$ cat config.mk
export PLATFORM = sky130hd
export DESIGN_NAME = mult_share_arbiter
export DESIGN_NICKNAME = d
export VERILOG_FILES = /design/src/rtl/mult_share_arbiter.sv
export SDC_FILE = /design/constraint.sdc
export NUM_CORES = 1
export LEC_CHECK = 0
export ABC_CLOCK_PERIOD_IN_PS = 2000
export CORE_ASPECT_RATIO = 0.9
export CORE_MARGIN = 8
export CORE_UTILIZATION = 37
export DETAILED_ROUTE_END_ITERATION = 8
export DONT_BUFFER_PORTS = 1
export SLEW_MARGIN = 25
export SYNTH_ARGS = -nofsm -noshare
export SYNTH_HDL_FRONTEND = slang
export SYNTH_SLANG_ARGS = --single-unit
export TNS_END_PERCENT = 50
$ cat constraint.sdc
create_clock -name clk -period 2 [get_ports clk]
set_input_delay 0.4 -clock clk [delete_from_list [all_inputs] [get_ports clk]]
set_output_delay 0.4 -clock clk [all_outputs]
set_load 0.01 [all_outputs]
$ cat src/rtl/mult_share_arbiter.sv
// rtl/mult_share_arbiter.sv - round-robin time-sharing of one 19x19 multiplier with grant lock
module mult_share_arbiter #(
    parameter int N   = 4,
    parameter int LAT = 0
) (
    input  logic            clk,
    input  logic            rst,
    input  logic [N-1:0]    req,
    input  logic [N-1:0]    lock,
    input  logic [19*N-1:0] a_in,
    input  logic [19*N-1:0] b_in,
    output logic [N-1:0]    gnt,
    output logic [18:0]     mula,
    output logic [18:0]     mulb,
    input  logic [36:0]     mulc,
    output logic [36:0]     c_out,
    output logic [N-1:0]    c_valid,
    output logic            busy
);

    localparam int IW = $clog2(N);

    logic [IW-1:0] owner;
    logic [IW-1:0] last_idx;
    logic [IW-1:0] base;
    logic [N-1:0]  gnt_nxt;
    logic [18:0]   a_sel;
    logic [18:0]   b_sel;
    logic          xfer;
    logic          hold;
    logic          found;
    logic [LAT:0]  tag_v;
    logic [IW-1:0] tag_idx [0:LAT];

    always_comb begin
        owner = '0;
        a_sel = '0;
        b_sel = '0;
        for (int i = 0; i < N; i++) begin
            if (gnt[i]) begin
                owner = IW'(i);
                a_sel = a_in[19*i +: 19];
                b_sel = b_in[19*i +: 19];
            end
        end
    end

    assign xfer = |(req & gnt);
    assign hold = |(gnt & lock);
    // The transferring requester becomes lowest priority at the very edge it transfers.
    assign base = xfer ? owner : last_idx;

    always_comb begin
        gnt_nxt = '0;
        found   = 1'b0;
        if (hold) begin
            gnt_nxt = gnt;
        end else begin
            for (int k = 0; k < N; k++) begin
                for (int i = 0; i < N; i++) begin
                    if (!found && req[i] && ((int'(base) + 1 + k) % N) == i) begin
                        gnt_nxt[i] = 1'b1;
                        found      = 1'b1;
                    end
                end
            end
        end
    end

    always_ff @(posedge clk or negedge rst) begin
        if (!rst) begin
            gnt      <= '0;
            last_idx <= IW'(N - 1);
            mula     <= '0;
            mulb     <= '0;
            c_out    <= '0;
            c_valid  <= '0;
            tag_v    <= '0;
            for (int s = 0; s <= LAT; s++) begin
                tag_idx[s] <= '0;
            end
        end else begin
            gnt <= gnt_nxt;
            // A locked owner counts as last owner so release arbitrates past it.
            if (xfer || hold) begin
                last_idx <= owner;
            end
            if (xfer) begin
                mula <= a_sel;
                mulb <= b_sel;
            end
            tag_v[0]   <= xfer;
            tag_idx[0] <= owner;
            for (int s = 1; s <= LAT; s++) begin
                tag_v[s]   <= tag_v[s-1];
                tag_idx[s] <= tag_idx[s-1];
            end
            c_valid <= '0;
            for (int i = 0; i < N; i++) begin
                if (tag_v[LAT] && tag_idx[LAT] == IW'(i)) begin
                    c_valid[i] <= 1'b1;
                end
            end
            if (tag_v[LAT]) begin
                c_out <= mulc;
            end
        end
    end

    assign busy = |tag_v;

endmodule
# After elaboration in Yosys (flattened, before gate mapping)
# Cells that the tools add are included.
classes:
  addsub: 4
  eq_ne: 15
  muxes: 61
  bitwise_logic: 6
  reduce_logical: 62
op_table:
  columns: ["cell", "count"]
  rows:
  - ["$mux 19", 8]
  - ["$logic_not 32->1", 4]
  - ["$mux 1", 50]
  - ["$logic_and 1x1->1", 35]
  - ["$eq 3x3->1 const B", 8]
  - ["$logic_not 1->1", 15]
  - ["$eq 3x2->1 const B", 4]
  - ["$and 4x4->4", 2]
  - ["$reduce_or 2->1", 4]
  - ["$reduce_or 4->1", 2]
  - ["$mux 2", 3]
  - ["$add 2x1->2 const B", 2]
  - ["$add 2x2->2 const B", 2]
  - ["$and 1x1->1 const A", 4]
  - ["$eq 2x2->1 const B", 2]
  - ["$eq 2x1->1 const B", 1]
  - ["$logic_not 2->1", 1]
  - ["$logic_or 1x1->1", 1]
word_totals:
  ff_bits: 88
  input_bits: 199
  out_inout_bits: 84

# Depth between registers and ports, before layout
logic_depth:
  ltp_word: 85
  mapped_depth: 9
  depth_no_buf: 7

# Worst setup path after synthesis
# Ideal clock, no wire load.
synth_timing:
  path_kind: "register to register"
  startpoint: "reg gnt[1]"
  endpoint: "reg gnt[3]"
  setup_time_ns: 0.077
  arrival_ns: 2.020
  slack_ns: -0.097
  path_stages_with_launch: 10
  cell_sequence: "dfrtp_1 buf_6 a22o_4 or2_1 buf_6 buf_6 o22ai_2 nand2_2 or3b_1 a21oi_1"
synth_between:
  elab_chain_len: 85
  elab_cells_between_ends: 116
  cone_classes: "4 x add/sub; 12 x eq/ne; 38 x mux; 6 x bitwise; 56 x reduce/logical"
synth_lines:
  columns: ["item", "line", "rtl"]
  rows:
  - ["from (decl)", "12", "output logic [N-1:0] gnt,"]
  - ["from (signal assigned)", "83", "gnt <= gnt_nxt;"]
  - ["$mux 1", "40", "if (gnt[i]) begin"]
  - ["$mux 2 (2 in series)", "40", null]
  - ["$mux 2", "51", "assign base = xfer ? owner : last_idx;"]
  - ["$add 2x1->2", "61", "if (!found && req[i] && ((int'(base) + 1 + k) % N) == i) begin"]
  - ["$reduce_or 2->1 (no source line)", null, null]
  - ["$and 1x1->1 (no source line)", null, null]
  - ["$logic_not 32->1", "61", null]
  - ["$logic_and 1x1->1", "61", null]
  - ["(+66 left out)", null, null]
  - ["$mux 1", "56", "if (hold) begin"]
  - ["$logic_not 1->1", "61", null]
  - ["$logic_and 1x1->1 (2 in series)", "61", null]
  - ["$mux 1", "61", null]
  - ["$mux 1", "56", null]
  - ["$logic_not 1->1", "61", null]
  - ["$logic_and 1x1->1 (2 in series)", "61", null]
  - ["$mux 1", "61", null]
# Several ways; a longest one is shown, not always the timed one. The select of a mux whose other input is x is not followed.
# A chain may end at the register's enable or synchronous reset.

# Worst setup path in the final report
layout_timing:
  startpoint: "reg gnt[2]"
  endpoint: "reg gnt[2]"
layout_between:
  elab_chain_len: 79
  elab_cells_between_ends: 109
  cone_classes: "4 x add/sub; 11 x eq/ne; 35 x mux; 6 x bitwise; 53 x reduce/logical"
layout_lines:
  columns: ["item", "line"]
  rows:
  - ["$and 4x4->4 / $mux 2 (equally long branches)", "48, 40"]
  - ["$reduce_or 4->1 / $mux 2 (equally long branches)", "48, 40"]
  - ["$mux 2", "51"]
  - ["$add 2x1->2", "61"]
  - ["$reduce_or 2->1 (no source line)", null]
  - ["$and 1x1->1 (no source line)", null]
  - ["$logic_not 32->1", "61"]
  - ["$logic_and 1x1->1", "61"]
  - ["(+61 left out)", null]
  - ["$mux 1", "56"]
  - ["$logic_not 1->1", "61"]
  - ["$logic_and 1x1->1 (2 in series)", "61"]
  - ["$mux 1", "61"]
  - ["$mux 1", "56"]
  - ["$logic_not 1->1", "61"]
  - ["$logic_and 1x1->1 (2 in series)", "61"]
  - ["$mux 1", "61"]
# Several ways; a longest one is shown, not always the timed one. The select of a mux whose other input is x is not followed.

==> results.toml <==
[die]
num_io_pins = 283
die_w_um = 131
coreArea_sq_mm = 0.0118
die_h_um = 120
initial_core_util = 0.373
std_cell_rows = 38
die_area_sq_mm = 0.0157

[logic_synthesis]
yosysTopAreaCellShare = 0.488
synth_ff_type = "dfrtp_1"
synth_simple_gate_area_frac = 0.101
post_synth_num_cell_types = 45
ys_top_cells_by_count = "dfrtp_1, nor2_1, a21oi_1"
synth_compound_area_frac = 0.238
synth_top_family_by_area = "compound AO/OA/AOI/OAI gates"
yosys.area_share.xor_xnor = 0
synthAdderAreaFrac = 0
ys_top_cells_by_area = "dfrtp_1, mux2_2, a221oi_1"
synthArstFlopShare = 1.00
yosysTopAreaCell = "dfrtp_1"
synth_area_per_cell_sq_um = 10.3
syn_area_sq_mm = 0.00441
ys_seq_area_frac = 0.500
yosysMostFrequentCell = "dfrtp_1"
synth_fp_nets = 629
ys_seq_elements = 88
ys_warn_count = 0
synth_cells = 430
synth.area.mux_share = 0.118
synth-edff-count = 0

[routing]
drt_wl_total_um = 15200
dr.pass1.iters = 6
vias = 3549
antenna_left = 0
avgRoutedWirePerCell_um = 25.6
first_iter_violations = 242
drc = 0
via_per_inst = 5.99

[worst_setup_path]
cp_max_fo = 10
critical_path_class = "reg -> reg"
critPathArrivalTime_ps = 2240
crit_required_ps = 2230
cp-end-kind = "flop"
critPathLaunchType = "flop"
r2r_cells = 7
ff2ff_setup_slack_ps = -10

[worst_hold_path]
min_path_type = "in -> async"

[timing]
finalMaxSlewViolations = 0
tightest_slew_ps = 593
worst_slack_ps = -11.6
period_share = 1.01
rsz0062_at_grt = "true"
hold_viol = 88
whs_ps = -246
fin_crit_ps = 2010
fin_tns_setup_ps = -11.6
max_slew_margin = 0.604
fmax_mhz = 497
fin_skew_ps = 8.52
setup_viol = 1

[clocking]
numCtsBuffers = 9
cts.clk_slew.worst_paths_ps = 70
post_cts_buffers = 0
h-tree-depth = 3
clk_path_buf_depth = 2
clockRootBuffer = "clkbuf_16"
cts_sinks = 88
clock_latency_ps = 340
cts_tree = "done"

[outcome]
violations = "hold timing, setup timing"
outcome = "complete, but fails checks"

[final_layout]
n_antenna_cell = 0
drive_above_1_share = 0.215
multi_input_area_sq_mm = 0.00205
finalNetCount = 626
area_growth_pct = 13.3
fillerInstances = 1129
regArea_sq_mm = 0.00221

[pwr]
power.share.switching = 0.423
seqPwrFrac = 0.404
cellLeakagePower_nw = 2.03
switchingPower_w = 0.00408
p_int_w = 0.00556
clockPowerShare = 0.182
comb_power_share = 0.414
vdd.ir_drop.worst_v = 0.000599
power.density_mw_per_mm2 = 1930

[job]
cap_violations = 0

[grt]
grt_pass1_wl_um = 21900
antenna_found_initial = 0
grt_pass1_vias = 3595
grt_max_degree = 89
grt.overflow.total = 0
track_usage = 0.180

[place]
port_buffers = 0
dp_slack_ps = -37.6
dp_hpwl_um = 11600
gp_congestion = 0.837
-- stage by stage --
| stage | util | power (W) | area, sq um | hold WS, ps | instances |
|---|---|---|---|---|---|
| 2_1_floorplan | - | 0.00671 | 4430 | 104 | 430 |
| 3_3_place_gp | 0.395 | 0.00780 | 4670 | 107 | 575 |
| 3_5_place_dp | 0.395 | 0.00792 | 4670 | 107 | 575 |
| 4_1_cts | 0.421 | 0.00973 | 4990 | -274 | 591 |
| 5_1_grt | 0.422 | 0.0104 | 5000 | -277 | 592 |
| 6_report | 0.422 | 0.00964 | 5000 | -246 | 592 |
-- power by group through the flow --
stage	sequential, W	clock [W]	combinational (W)
finish	0.00389	0.00176	0.00399
global route	0.00404	0.00190	0.00442
CTS	0.00394	0.00182	0.00396
detailed placement	0.00396	0	0.00396
global placement	0.00393	0	0.00386
floorplan	0.00361	0	0.00310
-- final cells by class --
type                            instances  share of cell area
Multi-Input combinational cell        298               0.411
Tap cell                              160              0.0400
Sequential cell                        88               0.442
Clock buffer                           10              0.0478
Clock inverter                          6              0.0150
Timing Repair Buffer                   23              0.0395
Inverter                                7             0.00526
-- cell families (layout without fill, tap and decap cells) --
| family | Yosys count | count (layout) |
|---|---|---|
| and+or+nand+nor | 106 | 107 |
| muxes | 46 | 46 |
| AOI/OAI and AO/OA | 145 | 145 |
| DFF | 88 | 88 |
| buffers and inverters | 45 | 46 |
-- per-layer routing --
metal	part of all wire	GRT usage
met5	0	0
met2	0.49	0.305
met1	0.40	0.200
met3	0.11	0.0890
met4	0.0043	0.0384
-- flip-flops by register name, summed over array words and instances, names as in the netlist --
name      cells
c_out        37
tag_idx       2
last_idx      2
c_valid       4
gnt           4
mulb         19
mula         19
busy          1
-- worst paths after layout --
check                      startpoint           to
setup / recovery               gnt[2]       gnt[2]
hold / removal                    rst     c_out[3]
setup reg to reg               gnt[2]       gnt[2]
hold reg to reg            tag_idx[0]   c_valid[2]
max in group asynchronous         rst  last_idx[0]
min in group clk              mulc[7]     c_out[7]
-- critical path, stage by stage, from the launching register on --
cell and delay, ps:
dfrtp_2 450, a22o_1 260, or2_4 320, o31ai_4 210, buf_4 160, o2bb2ai_1 100
nor4_1 70, o32a_1 320
-- cells in the final DEF, fill, tap and decap left out, types with 7 or more instances in the layout --
cell	count
inv_1	7
nor2_1	84
mux2i_1	7
a221oi_1	38
a21oi_1	44
mux2_2	38
dfrtp_1	83
a22oi_1	38
buf_4	21
clkbuf_16	9
-- repair_timing --
item / 4_1_cts / 5_1_grt
endpoints found under the setup margin: 5 / 42
cloned: 0 / 1
hold endpoints to repair: 88 / 88
pin swaps: 0 / 2
resized for setup: 1 / 2
(Power assumes the default switching activity.)
